===== src/rtl/seq_scan_ctrl.sv =====
// seq_scan_ctrl
// Scans one WIDTH-bit word, MSB first and one bit per clock, and counts
// overlapping occurrences of PATTERN in the bit stream.
//
// Optional feature macro: SEQ_SCAN_FIRST_POS_EN adds the first_pos output,
// which gives the stream index of the bit that completes the first match.
//
// Ports
//   clock        in   single clock, rising edge
//   reset        in   synchronous, active-high
//   start        in   scan request, accepted only while busy=0
//   data_in      in   word to scan, sampled on the accepting edge only
//   busy         out  high from the accepting edge until done deasserts
//   done         out  one-cycle pulse, results valid
//   match_count  out  overlapping matches in the last word (saturating)
//   first_pos    out  index of the first match, 8'hFF if none (optional)
//
// state | meaning
// IDLE  | waiting for start
// SHIFT | presenting bits; one extra cycle when bit_cnt==WIDTH ends the scan
// DONE  | done pulse, results held
module seq_scan_ctrl #(
  parameter int                 WIDTH   = 16,
  parameter int                 PAT_LEN = 3,
  parameter logic [PAT_LEN-1:0] PATTERN = 3'b101,
  parameter int                 CNT_W   = 8
) (
  input  logic             clock,
  input  logic             reset,
  input  logic             start,
  input  logic [WIDTH-1:0] data_in,
  output logic             busy,
  output logic             done,
`ifdef SEQ_SCAN_FIRST_POS_EN
  output logic [7:0]       first_pos,
`endif
  output logic [CNT_W-1:0] match_count
);

  localparam int BW = $clog2(WIDTH + 1);

  typedef enum logic [1:0] {IDLE, SHIFT, DONE} state_t;

  state_t             r_state;
  logic [WIDTH-1:0]   r_data;
  logic [PAT_LEN-1:0] r_hist;
  logic [BW-1:0]      r_bit_cnt;
  logic               r_busy;
  logic               r_done;
  logic [CNT_W-1:0]   r_match_count;
`ifdef SEQ_SCAN_FIRST_POS_EN
  logic [7:0]         r_first_pos;
`endif

  logic               w_bit;
  logic [PAT_LEN-1:0] w_hist_nxt;
  logic               w_hit;
  logic               w_cnt_max;

  // r_data shifts left, so the MSB is always the bit being presented.
  assign w_bit      = r_data[WIDTH-1];
  assign w_hist_nxt = {r_hist[PAT_LEN-2:0], w_bit};
  // r_bit_cnt is the index of the bit now being presented; a match needs
  // PAT_LEN bits of this word, i.e. index >= PAT_LEN-1.
  assign w_hit      = (r_bit_cnt >= BW'(PAT_LEN - 1)) && (w_hist_nxt == PATTERN);
  assign w_cnt_max  = &r_match_count;

  always_ff @(posedge clock) begin
    if (reset) begin
      r_state       <= IDLE;
      r_data        <= '0;
      r_hist        <= '0;
      r_bit_cnt     <= '0;
      r_busy        <= 1'b0;
      r_done        <= 1'b0;
      r_match_count <= '0;
`ifdef SEQ_SCAN_FIRST_POS_EN
      r_first_pos   <= 8'hFF;
`endif
    end else begin
      case (r_state)
        IDLE: begin
          r_done <= 1'b0;
          if (start) begin
            r_state       <= SHIFT;
            r_data        <= data_in;
            r_hist        <= '0;
            r_bit_cnt     <= '0;
            r_busy        <= 1'b1;
            r_match_count <= '0;
`ifdef SEQ_SCAN_FIRST_POS_EN
            r_first_pos   <= 8'hFF;
`endif
          end
        end
        SHIFT: begin
          if (r_bit_cnt == BW'(WIDTH)) begin
            r_state <= DONE;
            r_done  <= 1'b1;
          end else begin
            r_data    <= {r_data[WIDTH-2:0], 1'b0};
            r_hist    <= w_hist_nxt;
            r_bit_cnt <= r_bit_cnt + 1'b1;
            if (w_hit) begin
              if (!w_cnt_max) r_match_count <= r_match_count + 1'b1;
`ifdef SEQ_SCAN_FIRST_POS_EN
              // count is still zero only before the first match of the word
              if (r_match_count == '0) r_first_pos <= 8'(r_bit_cnt);
`endif
            end
          end
        end
        DONE: begin
          r_state <= IDLE;
          r_done  <= 1'b0;
          r_busy  <= 1'b0;
        end
        default: begin
          r_state <= IDLE;
          r_done  <= 1'b0;
          r_busy  <= 1'b0;
        end
      endcase
    end
  end

  assign busy        = r_busy;
  assign done        = r_done;
  assign match_count = r_match_count;
`ifdef SEQ_SCAN_FIRST_POS_EN
  assign first_pos   = r_first_pos;
`endif

endmodule


===== config.mk =====
export PLATFORM = sky130hd
export DESIGN_NAME = seq_scan_ctrl
export DESIGN_NICKNAME = d
export VERILOG_FILES = /design/src/rtl/seq_scan_ctrl.sv
export SDC_FILE = /design/constraint.sdc
export NUM_CORES = 1
export LEC_CHECK = 0
export ABC_AREA = 1
export BUFFER_PORTS_ARGS = -buffer_cell sky130_fd_sc_hd__buf_2
export CAP_MARGIN = 20
export CORE_UTILIZATION = 49
export DETAILED_ROUTE_END_ITERATION = 10
export GPL_TIMING_DRIVEN = 0
export PLACE_DENSITY = 0.8
export REMOVE_ABC_BUFFERS = 1
export SLEW_MARGIN = 30
export SYNTH_ARGS = -nofsm -noshare
export SYNTH_HDL_FRONTEND = slang
export SYNTH_SLANG_ARGS = --single-unit
export TNS_END_PERCENT = 5

===== constraint.sdc =====
create_clock -name clock -period 1.5 [get_ports clock]
set_input_delay 0.075 -clock clock [delete_from_list [all_inputs] [get_ports clock]]
set_output_delay 0.075 -clock clock [all_outputs]
set_load 0.01 [all_outputs]

Yosys cells after proc, flatten, opt, wreduce, memory -nomap -nowiden. Index checks and enable logic that the tools add are counted.

Register bits: 35. Input port bits: 19. Word-level logic and storage cells: 47.

$add $sub $neg: 2. Order comparisons: 1. Equal/unequal tests: 8. Muxes and demuxes: 19. Bitwise gates (word level): 1. Reduce and logical (&&, ||, !) cells: 9.

Operators by type and width (number): 16-bit 2-to-1 mux (2); 8-bit 2-to-1 mux (4); 16-bit one-hot mux with 2 select lines (1); 8-bit one-hot mux with 2 select lines (1); 5-bit 2-to-1 mux (2); 2-bit inequality test, second input constant (5); 5-bit one-hot mux with 2 select lines (1); 8-bit by 1-bit adder with 8-bit output, second input constant (1); 2-bit 2-to-1 mux (4); 2-bit one-hot mux with 2 select lines (2); 8-bit AND reduction (1); 5-bit by 1-bit adder with 5-bit output, second input constant (1); 5-bit equality test, second input constant (1); 5-bit by 2-bit >= comparator with 1-bit output, second input constant (1); 5-bit AND reduction (1); 2-bit AND reduction (2); 3-bit equality test, second input constant (1); 3-bit AND reduction (1); 2-bit by 1-bit equality test with 1-bit output, second input constant (1); 2-bit zero test (1); 1-bit one-hot mux with 2 select lines (1); 2-bit nonzero test (1); 2-bit OR reduction (1); 1-bit logical AND (1); other kinds (2) (2).

Depth between registers and ports, before layout. Gate-level depths: netlist of the first run.

Depth in word-level cells: 5. Mapped depth: 12.

Worst setup path before layout of the first run. OpenSTA, ideal clock, no wires.

Path type: reg2reg. From: register r_bit_cnt[0]. To: register r_match_count[0], in the netlist match_count[0]. Library setup time: 113 ps. Arrival time: 1299 ps. Required time: 1387 ps. Setup slack: 88 ps. Cell stages (with the launch flop): 13. Cells stage by stage: dfxtp_1 -> inv_1 -> ha_1 -> nand2_1 -> clkinv_1 -> nand2_2 -> nand2_4 -> nand2_4 -> nand3_4 -> nand2_4 -> nand2_1 -> nand2_1 -> nand2_1.

Word-level cells in the longest chain between the ends: 4. Elaborated cells between the ends (all ways): 6. Classes of those cells: order compare (1); eq/ne (3); reduce/logical (2).

RTL lines: start: declaration (RTL line 47) `logic [BW-1:0] r_bit_cnt;`; start signal: assignment (RTL line 103) `r_bit_cnt <= r_bit_cnt + 1'b1;`; 5-bit by 2-bit >= comparator with 1-bit output (RTL line 65) `assign w_hit = (r_bit_cnt >= BW'(PAT_LEN - 1)) && (w_hist_nxt == PATTERN);`; 1-bit logical AND (RTL line 65); 2-bit inequality test (no source line); 5-bit AND reduction (no source line) (*); end signal: assignment (RTL line 105) `if (!w_cnt_max) r_match_count <= r_match_count + 1'b1;`; end: declaration (RTL line 50) `logic [CNT_W-1:0] r_match_count;`.

Mark *: on every way between the ends. The rest lies on a longest branch, timed or not. A chain may end at the register's enable or synchronous reset.

Final worst setup path of the first run.
From: register r_bit_cnt[0]. To: register r_match_count[3], in the netlist match_count[3].

Same word-level chain as after synthesis.

==> summary.md, run 1 <==
| Metric | Value |
|---|---|
| Outcome | finished, violations left |
| Failing checks | negative setup slack |
| Clock Skews | approximately 0.014 ns |
| Final worst path period need | about 1.6 ns |
| Launch point of the worst reg-to-reg path | r_bit_cnt[0]$_SDFFE_PP0P_ |
| Wire length of the first global-routing pass | 6090 um |
| Die footprint | approximately 3700 sq um |
| Number of buffer and inverter instances along the worst setup path | 2 |
| Num Clock Sinks | 35 |
| Clock insertion delay at the later pin of the skew report | approximately 0.34 ns |
| Critical path start-end classification | register to register |
| Number of distinct standard cells referenced by the synthesized netlist | 34 |
| Tightest Hold Check Type | input port to register |
| Area of all placed cells without fillers | 2250 sq um |
| Die outline width | 61.1 um |
| Required time of the critical path | roughly 1.8 ns |
| Number of antenna violations at the first check in global routing | 0 |
| Number of warnings printed during yosys synthesis | 0 |
| Detailed Place HPWL | between 2000 and 2500 um |
| Avg Synthesized Cell Area | between 7 and 8 sq um |
| Slew margin rel. | roughly two thirds |
| Average wire per standard cell | between 10 and 15 um |
| Crit Reg-Reg Endpoint | match_count[3]$_SDFFE_PP0P_ |
| Number of DRC markers in iteration 0 | 68 |
| Number of top-level pins | 29 |
| FP Rows | 21 |
| Cell types with the highest counts after synthesis | 65 x nand2_1, 35 x dfxtp_1, 17 x nand3_1, 17 x o21ai_0, 15 x a31oi_1 |
| Mapped Area | 1710 sq um |
| Top-area cell type share of the netlist area | just over 40% |
| IO buf count | 28 |
| Antenna cell count | 0 |
| Category of the worst setup path capture point | register |
| Cell-by-cell trace of the critical path | inv_4, ha_4, nand2_2, clkinv_2, nand2_4, nand2_8, nand2_8, nand3_4, nand2_4, nand2_1, a21oi_2 |
| Clock buffer count from CTS | 5 |
| WP data arrival | about 1.8 ns |
| Total power per unit cell area | 860 nW/um^2 |
| Leading post-synthesis cells by cell area | dfxtp_1 41%, nand2_1 14%, a31oi_1 5.5%, nand3_1 5.0%, o21ai_0 5.0% |
| Post-detailed-routing wire length | 4110 um |
| Number of endpoints with negative hold slack in the final report | 0 |
| Cell family with most CP delay | simple AND/OR/NAND/NOR gates |
| Transition time at the pin with the least slew margin | 0.497 ns |
| Via count of the first global-routing pass | between 1000 and 1500 |
| Leading cell type by number of instances after synthesis | nand2_1 |
| Hold Path Cell Cnt | 3 |
| Sink of the worst hold path | r_data[4]$_SDFFE_PP0P_ |
| Cell taking the most area after synthesis | dfxtp_1 |
| Layout cells sized above 1 | 30.8% |
| Setup crit start kind | register |
| Pin count of the biggest net entering global routing | 23 |
| Internal reg-to-reg setup slack | -0.06 ns |
| Max-capacitance violation count | 0 |
| Total global-route track usage | around 22% |
| DR DRC count | 0 |
| Clock Path Buffers | 2 |
| Number of enable-type register cells in the synthesized netlist | 0 |
| Fin nets | approximately 300 |
| DRT Pass-1 Iters | 4 |
| Placer's final routability congestion estimate | 0.735 |
| TritonCTS clock tree | built |
| Clk slew on worst S/H paths | around 0.11 ns |
| Vias | between 1500 and 2000 |
| Number of pins exceeding their max-slew limit in the final report | 0 |
| Post-route core utilization | about two thirds |
| Tot Pwr | between 1.5 and 2 mW |
| Max VDD drop | between 0.5 and 0.6 mV |
| Leakage power | approximately 0.94 nW |
| F_max | 640 MHz |
| Filler Cells Inserted | 297 |
| Dominant register cell in the synthesized netlist | dfxtp_1 |
| Largest stage delay on the critical path | ~0.37 ns |
| Crit path setup slack, layout | -0.0624 ns |
| Startpoint of the tightest hold check path | data_in[4] |
| Leftover overflow at the end of global routing | 0 |
| Maximum fanout encountered on the critical timing path | 6 |
| Area of the placeable core | 3340 sq um |
| Post-DR vias/cell | between 5 and 6 |
| Count of mapped cells out of synthesis | between 200 and 250 |
| Sequential cell area fraction in the yosys report | between 40% and 50% |
| CTS H-tree depth | 2 |
| Final Cycle Share | 104% |
| Number of synthesized register bits | 35 |
| Chip Height | approximately 61 um |
| Area overhead of the layout relative to synthesis | 31.4% |
| Async SR Flop Fraction | 0% |
| Total of endpoints with negative setup slack in the final report | 8 |
| Setup repair after global routing missed its margin | yes |
| Detail Route Antenna Nets | 0 |
| CTS root buf | clkbuf_4 |
| Total placed instance area | 1850 sq um |
| Effective utilization at floorplan | 51.3% |
| Worst-case reg-to-reg path depth | 11 |
| Slowest-stage cell, CP | dfxtp_2 |
==> cell families after synthesis <==
| group | Yosys count | share of synthesized area [%] |
|---|---|---|
| xor+xnor | 1 | 0.512 |
| compound gates | 45 | 15.3 |
| flops | 35 | 40.9 |
| simple gates | 115 | 33.1 |
| buf+inv | 25 | 7.24 |
| fa+ha+maj | 4 | 2.92 |
==> report_power, final <==
part	leakage [nW]	switching [mW]	internal [mW]
sequential	0.289	0.0284	0.983
combinational	0.609	0.200	0.139
clock	0.0386	0.308	0.276
total	0.936	0.536	1.40
==> metrics by stage <==
step	TNS, ns	instances	hold slack (ns)	setup WS (ns)
floorplan	-0.853	216	0.144	-0.133
global placement	-4.10	290	0.348	-0.326
detailed placement	-5.14	290	0.351	-0.360
CTS	0	318	0.0000340	0.0151
global route	-1.11	322	-0.00217	-0.134
finish	-0.276	322	0.0110	-0.0624
==> cell usage in the layout (no fill, tap or decap), drive strengths merged, types with 2 or more instances in the layout <==
cell	n
dfxtp	35
a21oi	10
buf	39
clkbuf	8
ha	4
a31oi	15
nor3	4
nand3b	2
nor3b	2
nand2	71
nand3	18
o21ai	17
nor2	18
dlygate4sd3	11
inv	15
==> registers in the layout (all words and copies together), names as in the netlist <==
register / count
r_data: 16
r_hist: 2
r_bit_cnt: 5
r_state: 2
match_count: 8
busy: 1
done: 1
==> cell type report <==
| type | count | area, sq um | area share (%) |
|---|---|---|---|
| Multi-Input combinational cell | 167 | 996 | 44.3 |
| Sequential cell | 35 | 708 | 31.5 |
| Timing Repair Buffer | 50 | 348 | 15.5 |
| Inverter | 16 | 71.3 | 3.17 |
| Clock buffer | 8 | 68.8 | 3.06 |
| Tap cell | 46 | 57.6 | 2.56 |
==> how the worst max path moves through the flow <==
stage	start	endpoint	slack, ns	depth (start not counted)
CTS	r_bit_cnt[1]$_SDFFE_PP0P_	match_count[2]$_SDFFE_PP0P_	0.02	11
global route	r_bit_cnt[1]$_SDFFE_PP0P_	match_count[3]$_SDFFE_PP0P_	-0.13	11
floorplan	r_bit_cnt[0]$_SDFFE_PP0P_	match_count[0]$_SDFFE_PP0P_	-0.13	12
global placement	r_bit_cnt[0]$_SDFFE_PP0P_	match_count[7]$_SDFFE_PP0P_	-0.33	11
detailed placement	r_bit_cnt[1]$_SDFFE_PP0P_	match_count[2]$_SDFFE_PP0P_	-0.36	11
finish	r_bit_cnt[0]$_SDFFE_PP0P_	match_count[3]$_SDFFE_PP0P_	-0.06	11
==> routing by layer <==
metal / part of all wire, % / global-route usage [%] / vias up / wire length, um
met2: 49 / 39.1 / 41 / 2000
met5: 0 / 0 / - / 0
met3: 3.6 / 5.67 / 12 / 150
met1: 45 / 25.8 / 757 / 1860
met4: 2.4 / 9.09 / 0 / 100
li1: - / - / 853 / -
==> tightest hold or removal path, stage by stage <==
cell	delay [ns]
buf_2	0.09
nand2_1	0.05
a31oi_1	0.08
==> timing repair <==
action | CTS | global route
resized for setup | 14 | 21
hold buffers | 9 | 2
setup buffers | 9 | 2
setup endpoints to repair | 34 | 29
hold endpoints to repair | 9 | 2
pin swaps | 6 | 7
cloned | 2 | 0
Power figures use the tool's default switching activity.
==> run 2: changes to the inputs <==
CAP_MARGIN = 5   (was 20)
CELL_PAD_IN_SITES_DETAIL_PLACEMENT = 0   (was not set)
CELL_PAD_IN_SITES_GLOBAL_PLACEMENT = 2   (was not set)
CORE_ASPECT_RATIO = 2   (was not set)
CORE_UTILIZATION = 28   (was 49)
==> run 2 against run 1 <==
Against the previous run: the flow finishes with violations (design-rule violations); cell count is 1.9% higher; sequential power about the same; fmax rose by 6.6%; global-route usage fell by 7.9 points; final area is 0.44% lower; critical path depth rose by 1; via count decreased by 0.42%; highest routed layer unchanged; core utilization fell by 30 points; flip-flop and latch count unchanged; wire length is 11% higher; power increased by 18%; non-clock buffer count is 9 lower.
==> summary.md, run 2 (synthesis gave the netlist of run 1 again) <==
| Metric | Value |
|---|---|
| DR WL met3 | 133 um (-11%) |
| Final worst path period need | 1.47 ns (-0.0965 ns) |
| Layout cells sized above 1 | 30.9% (+0.15 points) |
| Critical path start-end classification | register to register |
| CTS H-tree depth | 2 (unchanged) |
| Total power per unit cell area | 1020 nW/um^2 (+19%) |
| Pin count of the biggest net entering global routing | 23 (unchanged) |
| Placer's final routability congestion estimate | 0.767 (+4.3%) |
| Maximum fanout encountered on the critical timing path | 6 (unchanged) |
| WP data arrival | 1.68 ns (-0.15 ns) |
| Tightest Hold Check Type | input port to register |
| Post-DR vias/cell | 5.05 (-2.2%) |
| Leakage power | 0.925 nW (-1.2%) |
| Average wire per standard cell | 13.9 um (+8.5%) |
| Final Cycle Share | 97.7% (-6.4 points) |
| Cell-by-cell trace of the critical path | inv_4, ha_4, nand2_4, inv_4, nand2_4, nand2_8, nand2_8, nand3_4, nand2_4, nor2_4, nand2_1, nand2_1 |
| CP most frequent cell | nand2_4 |
| Largest stage delay on the critical path | 0.33 ns (-0.04 ns) |
| Max VDD drop | 0.707 mV (+24%) |
| Tot Pwr | 2.29 mW (+18%) |
| Leftover overflow at the end of global routing | 0 (unchanged) |
| Most frequent standard cell in the layout excluding fill and tap cells | nand2_1 |
| Total of endpoints with negative setup slack in the final report | 0 (-8) |
| Most flops, register | r_data |
| DRT Pass-1 Iters | 7 (+3) |
| Post-detailed-routing wire length | 4550 um (+11%) |
| Number of antenna violations at the first check in global routing | 0 (unchanged) |
| Num Clock Sinks | 35 (unchanged) |
| Clock insertion delay at the later pin of the skew report | 0.27 ns (-0.07 ns) |
| Effective utilization at floorplan | 28.7% (-23 points) |
| Number of top-level pins | 29 (unchanged) |
| Total negative slack | 0 ns (+0.276 ns) |
| Antenna cell count | 0 (unchanged) |
| Number of DRC markers in iteration 0 | 37 (-46%) |
| Failing checks | design-rule violations |
| Top layer reached by signal wires | met4 |
| TritonCTS clock tree | built |
| Setup repair after global routing missed its margin | yes |
| Wire length of the first global-routing pass | 7120 um (+17%) |
| Setup crit start kind | register |
| Clock Skews | 0.00417 ns (-0.0102 ns) |
| Fin nets | 289 (-3.0%) |
| Filler Cells Inserted | 637 (+110%) |
| FP Rows | 40 (+90%) |
| Max FFs per register | 16 (unchanged) |
| Clk slew on worst S/H paths | 0.05 ns (-0.06 ns) |
| Max-capacitance violation count | 0 (unchanged) |
| Clock buffer count from CTS | 5 (unchanged) |
| Category of the worst setup path capture point | register |
| Via count of the first global-routing pass | 1564 (+9.8%) |
| Area of the placeable core | 5960 sq um (+78%) |
| Leading cell types in the layout, fill and taps excluded | 64 x nand2_1, 31 x dfxtp_1, 28 x buf_2 |
| Detail Route Antenna Nets | 0 (unchanged) |
| Routed length on met1 | 1800 um (-3.7%) |
| Die outline width | 57.3 um (-6.2%) |
| Slew margin rel. | 66.2% (-0.69 points) |
| Metal2 WL | 2490 um (+25%) |
| IO buf count | 28 (unchanged) |
| Clock Path Buffers | 2 (unchanged) |
| Detailed Place HPWL | 2770 um (+26%) |
| F_max | 682 MHz (+6.6%) |
| Slowest-stage cell, CP | dfxtp_2 |
| Number of pins exceeding their max-slew limit in the final report | 0 (unchanged) |
| Required time of the critical path | 1.71 ns (-0.06 ns) |
| CTS root buf | clkbuf_16 |
| Area overhead of the layout relative to synthesis | 30.8% |
| Transition time at the pin with the least slew margin | 0.507 ns (+0.0103 ns) |
| Vias | 1656 (-0.42%) |
| DR DRC count | 5 (+5) |
| Total global-route track usage | 14.5% (-7.9 points) |
| Die footprint | 6450 sq um (+73%) |
| Outcome | finished, violations left |
| Chip Height | 113 um (+84%) |
| Number of endpoints with negative hold slack in the final report | 0 (unchanged) |
## run 2: cell types whose count changed in the layout (fill, tap and decap cells not counted), sizes merged
cell / before / now
inv: 15 / 16
dlygate4sd3: 11 / 0
clkbuf: 8 / 6
clkinv: 1 / 0
buf: 39 / 41
## run 2: layout make-up
cell class | count | area [sq um] | area share, %
inverter | 16 | 75.1 | 3.35
sequential | 35 | 706 | 31.5
clock buffer | 6 | 129 | 5.75
timing repair buffer | 41 | 254 | 11.3
tap | 63 | 78.8 | 3.52
multi-input combinational | 167 | 997 | 44.5
## run 2: worst paths after layout
check	cells after the start	to	slack, ns	start
worst min register to register	2	r_data[0]$_SDFFE_PP0P_	0.47	r_data[0]$_SDFFE_PP0P_
worst min-delay path	3	r_data[6]$_SDFFE_PP0P_	0.07	data_in[6]
worst max-delay path	12	match_count[1]$_SDFFE_PP0P_	0.03	r_bit_cnt[0]$_SDFFE_PP0P_
worst max register to register	12	match_count[1]$_SDFFE_PP0P_	0.03	r_bit_cnt[0]$_SDFFE_PP0P_
## run 2: layer usage
metal / up-vias / GRT usage (%)
met3: 8 / 2.42
met1: 778 / 15.1
met5: - / 0
met4: 0 / 7.32
li1: 830 / -
met2: 40 / 26.7
## run 2: through the flow
step / cells / util (%) / worst slack [ns] / hold WS, ns / area, sq um
final: 328 / 37.6 / 0.0340 / 0.0695 / 2240
after global routing: 328 / 37.6 / -0.0662 / 0.0782 / 2240
after CTS: 325 / 35.9 / -0.0156 / 0.0648 / 2140
after detailed placement: 307 / 31.4 / -0.464 / 0.352 / 1870
after global placement: 307 / 31.4 / -0.466 / 0.350 / 1870
after floorplan: 216 / - / -0.133 / 0.144 / 1650
## run 2: what timing repair did
item	in CTS	in global routing
endpoints found under the setup margin	34	20
cloned	2	0
setup buffers	10	3
gates resized for setup	14	18
pin swaps	6	12
hold buffers	0	0
endpoints found under the hold margin	0	0
## run 2: power by group
group,switching [mW],internal (mW)
combinational,0.200,0.126
clock,0.350,0.596
sequential,0.0280,0.987
## run 2: worst max-delay path: cells and delay by family, from the launching register on
family	cells	cell delay (ns)
simple gates	9	0.77
buf+inv	2	0.15
flops	1	0.33
fa+ha+maj	1	0.14
==> run 3: changes to the inputs <==
ABC_AREA = not set   (was 1)
CORE_UTILIZATION = 29   (was 28)
==> run 3 against run 2 <==
Against the previous run: the run ends with negative setup slack left; non-clock buffer count grew 2; sequential power is essentially flat; highest routed layer unchanged; first-iteration DRC count grew 41%; final area shrank 0.34%; hold slack lost 0.033 ns; synthesized cell count shrank 13%; flip-flop and latch count is the same; largest cell class unchanged; fmax shrank 8.0%; largest power group unchanged; clock power shrank 26%.
==> summary.md, run 3 <==
| Metric | Value |
|---|---|
| Die outline width | 55.5 um (-3.1%) |
| Most flops, register | r_data |
| Worst Setup Slack post-DPL | -0.750 ns (-0.287 ns) |
| Clock Path Buffers | 2 (unchanged) |
| Worst-case reg-to-reg path depth | 5 (-7) |
| Setup crit start kind | register |
| Final Cycle Share | 106% (+8.5 points) |
| Max VDD drop | 0.733 mV (+3.7%) |
| Crit path setup slack, layout | -0.0939 ns (-0.128 ns) |
| Maximum fanout encountered on the critical timing path | 8 (+2) |
| Clock Skews | 0.0114 ns (+0.00726 ns) |
| Number of top-level pins | 29 (unchanged) |
| Clk slew on worst S/H paths | 0.08 ns (+0.03 ns) |
| Antenna cell count | 0 (unchanged) |
| Via count of the first global-routing pass | 1599 (+2.2%) |
| Category of the worst setup path capture point | register |
| Cell family with most CP delay | simple AND/OR/NAND/NOR gates |
| Number of buffer and inverter instances along the worst setup path | 1 (-1) |
| Area of the placeable core | 5470 sq um (-8.2%) |
| Leftover overflow at the end of global routing | 0 (unchanged) |
| Post-detailed-routing wire length | 4620 um (+1.5%) |
| Area overhead of the layout relative to synthesis | 34.5% |
| Avg Synthesized Cell Area | 8.46 sq um (+11%) |
| Number of antenna violations at the first check in global routing | 0 (unchanged) |
| Slew margin rel. | 63.6% (-2.6 points) |
| Number of pins exceeding their max-slew limit in the final report | 0 (unchanged) |
| Leading cell types in the layout, fill and taps excluded | 36 x nand2_1, 28 x dfxtp_1, 28 x buf_2 |
| Detail Route Antenna Nets | 0 (unchanged) |
| Clock insertion delay at the later pin of the skew report | 0.28 ns (about the same) |
| Clock buffer count from CTS | 5 (unchanged) |
| Crit Reg-Reg Endpoint | match_count[5]$_SDFFE_PP0P_ |
| Mapped Area | 1660 sq um (-3.1%) |
| Number of DRC markers in iteration 0 | 52 (+41%) |
| Dominant register cell in the synthesized netlist | dfxtp_1 |
| Pin count of the biggest net entering global routing | 29 (+26%) |
| Required time of the critical path | 1.65 ns (-0.06 ns) |
| Leading cell type by number of instances after synthesis | nand2_1 |
| CTS root buf | clkbuf_8 |
| Most frequent standard cell in the layout excluding fill and tap cells | nand2_1 |
| Cell-by-cell trace of the critical path | or4_4, o21ai_4, buf_6, or4_1, a31oi_1 |
| Number of enable-type register cells in the synthesized netlist | 0 (unchanged) |
| Launch point of the worst reg-to-reg path | r_bit_cnt[4]$_SDFFE_PP0P_ |
| Placer's final routability congestion estimate | 0.768 (+0.18%) |
| Wire length of the first global-routing pass | 7610 um (+6.9%) |
| DRT Pass-1 Iters | 4 (-3) |
| Effective utilization at floorplan | 30.3% (+1.6 points) |
| Total power per unit cell area | 908 nW/um^2 (-11%) |
| Transition time at the pin with the least slew margin | 0.547 ns (+0.0394 ns) |
| Max-capacitance violation count | 0 (unchanged) |
| Number of synthesized register bits | 35 (unchanged) |
| Chip Height | 109 um (-3.2%) |
| Critical path start-end classification | register to register |
| Startpoint of the tightest hold check path | data_in[0] |
| Tightest Hold Check Type | input port to register |
| Leading post-synthesis cells by cell area | dfxtp_1 42%, nand2_1 8.1%, a311oi_1 7.9%, nor2_1 4.5%, ha_1 3.0% |
| DR DRC count | 0 (-5) |
| Largest stage delay on the critical path | 0.54 ns (+0.21 ns) |
| Failing checks | negative setup slack |
| Setup repair after global routing missed its margin | yes |
| Number of warnings printed during yosys synthesis | 0 (unchanged) |
| Count of mapped cells out of synthesis | 196 (-13%) |
| Cell taking the most area after synthesis | dfxtp_1 |
| Total of endpoints with negative setup slack in the final report | 12 (+12) |
| Post-DR vias/cell | 5.36 (+6.1%) |
| WP data arrival | 1.74 ns (+0.06 ns) |
| Num Clock Sinks | 35 (unchanged) |
| Max FFs per register | 16 (unchanged) |
| Average wire per standard cell | 15.5 um (+12%) |
| Number of instances in the placed design | 272 (-11%) |
| F_max | 627 MHz (-8.0%) |
| Number of distinct standard cells referenced by the synthesized netlist | 44 (+29%) |
| Final worst path period need | 1.59 ns (+0.128 ns) |
| IO buf count | 28 (unchanged) |
| Total global-route track usage | 16.2% (+1.8 points) |
| Hold Buf Count CTS | 0 (unchanged) |
| Layout cells sized above 1 | 32.9% (+2.0 points) |
| Leakage power | 0.863 nW (-6.7%) |
| Cell types with the highest counts after synthesis | 36 x nand2_1, 35 x dfxtp_1, 20 x nor2_1, 15 x a311oi_1 |
| Detailed Place HPWL | 2770 um (about the same) |
| Vias | 1591 (-3.9%) |
| Sequential cell area fraction in the yosys report | 42.2% (+1.3 points) |
| Internal reg-to-reg setup slack | -0.09 ns (-0.13 ns) |
| CTS H-tree depth | 2 (unchanged) |
| Fin nets | 260 (-10%) |
| Top-area cell type share of the netlist area | 42.2% (+1.3 points) |
| Slowest-stage cell, CP | or4_4 |
| Async SR Flop Fraction | 0% (unchanged) |
| Number of endpoints with negative hold slack in the final report | 0 (unchanged) |
| Sink of the worst hold path | r_data[0]$_SDFFE_PP0P_ |
| FP Rows | 38 (-5.0%) |
| TritonCTS clock tree | built |
| Hold Path Cell Cnt | 3 (unchanged) |
| Die footprint | 6050 sq um (-6.2%) |
| Outcome | finished, violations left |
| Number of standard cells in the final layout excluding fillers | 297 (-9.5%) |
run 3: changes by cell type in the layout (fill, tap and decap cells not counted), moves of 6 or more:
cell      previous run  this run
nand2_1             64        36
a311oi_1             0        15
o21ai_0             15         2
a31oi_1             15         3
nand3_1             16         6
nor2_1              11        20
inv_1                9         2
clkbuf_8             0         6
o211ai_1             0         6
run 3: metrics by stage:
| step | util, % | total power, mW | TNS [ns] | hold slack (ns) | cell area [sq um] |
|---|---|---|---|---|---|
| 2_1_floorplan | - | 1.18 | -13.74 | 0.144 | 1600 |
| 6_report | 40.8 | 2.03 | -0.613 | 0.0364 | 2230 |
| 4_1_cts | 40.4 | 2.05 | -1.05 | 0.0354 | 2210 |
| 3_5_place_dp | 33.5 | 1.28 | -17.96 | 0.340 | 1830 |
| 5_1_grt | 40.8 | 2.12 | -2.37 | 0.0480 | 2230 |
| 3_3_place_gp | 33.2 | 1.27 | -29.73 | 0.330 | 1820 |
run 3: layout make-up:
type                            count  area, sq um
Clock buffer                        6         82.6
Inverter                            4         17.5
Multi-Input combinational cell    148         1050
Tap cell                           60         75.1
Fill cell                         554         3240
Clock inverter                      1         5.00
Timing Repair Buffer               43          282
Sequential cell                    35          722
run 3: where the power goes:
part           switching, mW  leakage (nW)  internal, mW
logic                  0.179         0.525         0.135
clock network          0.338        0.0470         0.361
registers             0.0371         0.291         0.978
run 3: cell families after synthesis:
| kind of cell | Yosys count | synth area share, % |
|---|---|---|
| buffers and inverters | 16 | 4.30 |
| AO/OA/AOI/OAI | 46 | 21.5 |
| flip-flops | 35 | 42.2 |
| XOR/XNOR | 2 | 1.06 |
| adder cells (fa/ha/maj) | 4 | 3.02 |
| multiplexers | 1 | 0.679 |
| AND/OR/NAND/NOR | 92 | 27.2 |
run 3: what timing repair did:
action                     4_1_cts  5_1_grt
pin swaps                       20       10
buffers inserted                14        1
hold endpoints to repair         0        0
gates cloned                     3        0
setup endpoints to repair       32       26
resized for setup               34        5
run 3: metal layers:
layer  vias up  global-route usage (%)  routed length (um)
li1        808                       -                   -
met1       750                    17.5                1900
met2        31                    31.2                2540
met3         2                    2.73                 137
met4         0                    5.36                  38
met5         -                       0                   0
run 3: how the worst max path moves through the flow:
stage                               from                          end  slack, ns  depth (start not counted)
2_1_floorplan  r_bit_cnt[0]$_SDFFE_PP0P_      r_data[10]$_SDFFE_PP0P_      -0.79                          6
3_3_place_gp     r_state[1]$_SDFFE_PP0P_      r_data[11]$_SDFFE_PP0P_      -1.44                          4
3_5_place_dp     r_state[0]$_SDFFE_PP0P_  match_count[3]$_SDFFE_PP0P_      -0.75                          4
4_1_cts        r_bit_cnt[1]$_SDFFE_PP0P_  match_count[5]$_SDFFE_PP0P_      -0.13                          5
5_1_grt        r_bit_cnt[4]$_SDFFE_PP0P_  match_count[4]$_SDFFE_PP0P_      -0.17                          5
6_report       r_bit_cnt[4]$_SDFFE_PP0P_  match_count[5]$_SDFFE_PP0P_      -0.09                          5
run 3: worst min-delay path, stage by stage:
cell,delay (ns)
buf_2,0.10
nand2_1,0.05
a21oi_1,0.05
